--- config.mk ---
export PLATFORM = sky130hd
export DESIGN_NAME = syn_fifo
export DESIGN_NICKNAME = d
export VERILOG_FILES = /design/src/rtl/syn_fifo.sv
export SDC_FILE = /design/constraint.sdc
export NUM_CORES = 1
export LEC_CHECK = 0
export ABC_AREA = 0
export BUFFER_PORTS_ARGS = -buffer_cell sky130_fd_sc_hd__buf_2
export CAP_MARGIN = 20
export CORE_UTILIZATION = 64
export DETAILED_ROUTE_END_ITERATION = 7
export GPL_TIMING_DRIVEN = 1
export PLACE_DENSITY = 0.92
export REMOVE_ABC_BUFFERS = 1
export SYNTH_ARGS = -nofsm -noshare
export SYNTH_HDL_FRONTEND = slang
export SYNTH_SLANG_ARGS = --single-unit
--- constraint.sdc ---
create_clock -name clk -period 4.4 [get_ports clk]
set_clock_uncertainty 0.1 [all_clocks]
set_input_delay 0 -clock clk [delete_from_list [all_inputs] [get_ports clk]]
set_output_delay 0 -clock clk [all_outputs]
set_load 0.03 [all_outputs]
--- src/rtl/syn_fifo.sv ---
// -----------------------------------------------------------------------------
// syn_fifo : single-clock synchronous FIFO with registered read data.
//
// Buffers up to DEPTH words of WIDTH bits between a producer and a consumer
// in the same clock domain.
//
// Handshake: a push is accepted on a rising edge when wpush=1 and the FIFO
// is not full, or when it is full but a pop is accepted on the same edge.
// A pop is accepted when rpop=1 and the FIFO is not empty. Requests that are
// not accepted are dropped silently; nothing is held or retried.
//
// Ports:
//   clk     in   rising-edge clock
//   rst_n   in   synchronous active-low reset
//   wdata   in   write data, captured when a push is accepted
//   wpush   in   push request
//   wfull   out  registered, 1 when the FIFO holds DEPTH entries
//   rdata   out  registered, most recently popped word (0 after reset)
//   rpop    in   pop request
//   rempty  out  registered, 1 when the FIFO holds 0 entries
//   level   out  registered occupancy 0..DEPTH (only with SYN_FIFO_LEVEL_EN)
//
// Optional feature: define SYN_FIFO_LEVEL_EN to add the level output.
// -----------------------------------------------------------------------------
module syn_fifo #(
  parameter int WIDTH = 16,
  parameter int DEPTH = 8
) (
  input  logic             clk,
  input  logic             rst_n,
  input  logic [WIDTH-1:0] wdata,
  input  logic             wpush,
  output logic             wfull,
  output logic [WIDTH-1:0] rdata,
  input  logic             rpop,
  output logic             rempty
`ifdef SYN_FIFO_LEVEL_EN
  ,
  output logic [$clog2(DEPTH):0] level
`endif
);

  localparam int AW = $clog2(DEPTH);
  localparam logic [AW-1:0] PTR_ONE  = AW'(1);
  localparam logic [AW:0]   CNT_ONE  = (AW+1)'(1);
  localparam logic [AW:0]   CNT_FULL = (AW+1)'(DEPTH);

  logic [WIDTH-1:0] mem [DEPTH];
  logic [AW-1:0]    wptr;
  logic [AW-1:0]    rptr;
  // One bit wider than the pointers so DEPTH and 0 differ when wptr==rptr.
  logic [AW:0]      count;
  logic [AW:0]      count_nxt;
  logic             pop_ok;
  logic             push_ok;

  // A pop frees a slot in the same edge, so a full FIFO may still take a push.
  assign pop_ok  = rpop & ~rempty;
  assign push_ok = wpush & (~wfull | pop_ok);

  always_comb begin
    count_nxt = count;
    case ({push_ok, pop_ok})
      2'b10:   count_nxt = count + CNT_ONE;
      2'b01:   count_nxt = count - CNT_ONE;
      default: count_nxt = count;
    endcase
  end

  // Storage is deliberately left uncleared by reset; only the pointers and
  // occupancy define which entries are live.
  always_ff @(posedge clk) begin
    if (rst_n && push_ok) begin
      mem[wptr] <= wdata;
    end
  end

  always_ff @(posedge clk) begin
    if (!rst_n) begin
      wptr   <= '0;
      rptr   <= '0;
      count  <= '0;
      rdata  <= '0;
      rempty <= 1'b1;
      wfull  <= 1'b0;
    end else begin
      // DEPTH is a power of two, so natural pointer overflow is the wrap.
      if (push_ok) begin
        wptr <= wptr + PTR_ONE;
      end
      if (pop_ok) begin
        rdata <= mem[rptr];
        rptr  <= rptr + PTR_ONE;
      end
      count  <= count_nxt;
      rempty <= (count_nxt == '0);
      wfull  <= (count_nxt == CNT_FULL);
    end
  end

`ifdef SYN_FIFO_LEVEL_EN
  assign level = count;
`endif

endmodule

==> results.toml <==
[placement]
routabilityCongestion = 0.791
dpl-instance-area_um2 = 6320
dpl.cell_count = 455
post-place-ws_ps = 1570
port_buffers = 37
dp_hpwl_um = 6460

[sta]
fin_hold_ws_ps = 79.9
timing.final.crit_period_ps = 2990
fin_setup_tns_ps = 0
max_slew.worst_pin.slew_ps = 827
setup-violations-final = 0
max_slew_margin_pct = 44.5
grt_setup_unrepaired = "false"
count_of_pins_over_their_slew_limit = 0
finalWorstSetupSlack_ps = 1410
hold_viol = 0
layout_worst_path_cycle_share_pct = 67.9
achievable_clock_frequency_mhz = 335

[yosys]
postSynthCellCount = 314
synth_top_area_share_pct = 64.0
synth.lib_cells_used.distinct = 33
postSynthRegisterBits = 156
synth-async-reset-ratio_pct = 0
synth_enable_flop_cells = 128
synth_top_cells_by_area = "edfxtp_1 (64%), mux4_2 (12%), dfxtp_1 (9.3%), mux2i_1 (3.0%), a211oi_1 (2.0%)"
mappedNetlistArea_um2 = 6000
postSynthAreaPerCell_um2 = 19.1
ys_seq_area_share_pct = 73.4
yosys_warnings = 0
synth_area_leader_cell = "edfxtp_1"
synth_top_flop_cell = "edfxtp_1"

[pwr]
p_int_uw = 2700
clock_power_share_pct = 39.2
seq_power_share_pct = 47.8
netSwitchingFraction_pct = 25.4
gate_power_share_pct = 13.0
peakVddDrop_v = 0.000533
switching_component_of_the_power_uw = 920
cellPowerDensity_nw_per_um2 = 509
static-leakage-power_uw = 0.00238

[die]
die_area_um2 = 9770
placementRows = 34
std_cell_core_area_um2 = 8890
die-height_um = 98.9
pin_count = 38
chipWidth_um = 98.9
floorplan.initialDensity_pct = 67.5

[clocking]
htreeDepth = 4
clk_path_buf_depth = 2
holdBufCountCts = 18
cts_resized = 0
clock-sinks = 156
tritoncts = "yes"
clk_pin_slew_worst_paths_ps = 60
post-cts-setup-buffer-count = 0
cts_buffers = 17
clk_root_buffer_cell = "clkbuf_8"
clk_latency_ps = 530

[final_layout]
antennaDiodeCount = 0
layout_common_cells = "edfxtp_1 (128), buf_2 (37), mux4_2 (32)"
share_of_cells_above_drive_strength_1_pct = 31.9
area_growth_syn_to_layout_pct = 18.4
layout.cells.most_common = "edfxtp_1"
design.final.nets = 410
final_design_area_no_fill_um2 = 7110
finished_layout_cells = 506

[outcome]
outcome = "completed"

[critical_path]
timing_worst_setup_path_type = "reg2reg"
worstSetupEndpointType = "register"
ff2ff_path_depth = 12
critical_path_maximum_fanout = 38
reg2reg_to = "wfull$_SDFF_PN0_"
launch_point_of_the_critical_path = "rempty$_SDFF_PN1_"
arrival_time_reported_for_the_critical_path_endpoint_ps = 3320
rrSetupSlack_ps = 1410
cp-start-kind = "register"
critPathRequiredTime_ps = 4730
worst_reg2reg_path_startpoint = "rempty$_SDFF_PN1_"

[hold_path]
hold_path.startpoint = "rpop"
holdPathEnd = "rdata[6]$_SDFFE_PN0P_"
hold_path_depth = 5
hold_path.class = "in2reg"

[global_route]
grt_pass1_vias = 3278
grt_start_max_net_pins = 39
global_route.overflow_total = 0
grt_first_pass_wirelength_um = 17900
gr_usage_total_pct = 26.9
grt_antenna_before_repair = 0

[drt]
route.detailed.drc = 0
routed_via_count_divided_by_cell_count = 6.20
dr_total_vias = 3138
detailed_routing_iteration_count_for_the_pre_antenna_repair_pass = 4
drtAntennaViolNets = 0
wire_per_inst_um = 23.2
drt_iter0_drc = 210
drt_wl_total_um = 11700

[job]
timing.max_cap.violations = 0
-- cells in the mapped netlist, types with 4 or more instances --
cell and count:
edfxtp_1 128, mux4_2 32, dfxtp_1 28, nor2_1 27, mux2i_1 18, a211oi_1 16, buf_2 8, nand2_1 7
ha_1 5, nor3_1 4, xnor2_1 4, xor2_1 4
-- power by group through the flow --
| stage | registers, µW | clock network (µW) | logic, µW |
|---|---|---|---|
| floorplan | 1820 | 0 | 256 |
| global placement | 1760 | 0 | 431 |
| detailed placement | 1760 | 0 | 451 |
| CTS | 1730 | 1430 | 473 |
| global route | 1740 | 1500 | 510 |
| finish | 1730 | 1420 | 470 |
-- how the worst max path moves through the flow --
stage,end,slack [ps],cells past startpoint
after floorplan,mem[1][0]$_DFFE_PP_,70,4
after global placement,wfull$_SDFF_PN0_,1700,12
after detailed placement,wfull$_SDFF_PN0_,1570,12
after CTS,wfull$_SDFF_PN0_,1370,12
after global routing,wfull$_SDFF_PN0_,1170,12
final,wfull$_SDFF_PN0_,1410,12
-- per-stage QoR --
stage / total power, µW / util [%]
6_report: 3620 / 79.9
5_1_grt: 3750 / 79.9
4_1_cts: 3640 / 79.6
3_5_place_dp: 2210 / 71.1
3_3_place_gp: 2190 / 71.1
2_1_floorplan: 2080 / -
-- flip-flops by register name, summed over array words and instances (netlist names) --
name and flops:
wptr 3, rdata 16, wfull 1, rempty 1, count 4, mem 128, rptr 3
-- worst max-delay path, stage by stage (launching register included) --
cell and delay [ps]:
dfxtp_1 320, nor2b_2 100, buf_4 380, o21a_1 280, inv_2 130, ha_1 280
xor2_1 190, ha_1 190, a21oi_1 140, xor2_1 160, nor2_1 70, xnor2_1 250
nor4b_2 300
-- metal layers --
metal	wire length, µm	share of wire [%]	global-route usage (%)
met3	954	8.1	8.58
met2	6120	52	43.7
met5	0	0	0
met4	283	2.4	12.9
met1	4370	37	33.2
-- cells by family after synthesis --
| logic type | Yosys count | synth area share, % |
|---|---|---|
| fa+ha+maj | 5 | 1.04 |
| buf+inv | 20 | 2.36 |
| compound gates | 24 | 3.06 |
| xor+xnor | 8 | 1.17 |
| mux | 50 | 15.0 |
| simple gates | 51 | 4.00 |
| flops | 156 | 73.4 |
-- area by class of cell --
| class | instances | area (µm²) |
|---|---|---|
| clock buffer | 18 | 418 |
| clock inverter | 14 | 159 |
| tap | 108 | 135 |
| timing repair buffer | 68 | 483 |
| multi-input combinational | 138 | 1490 |
| sequential | 156 | 4410 |
| inverter | 4 | 15.0 |
| fill | 455 | 1780 |
Power figures use the tool's default switching activity.
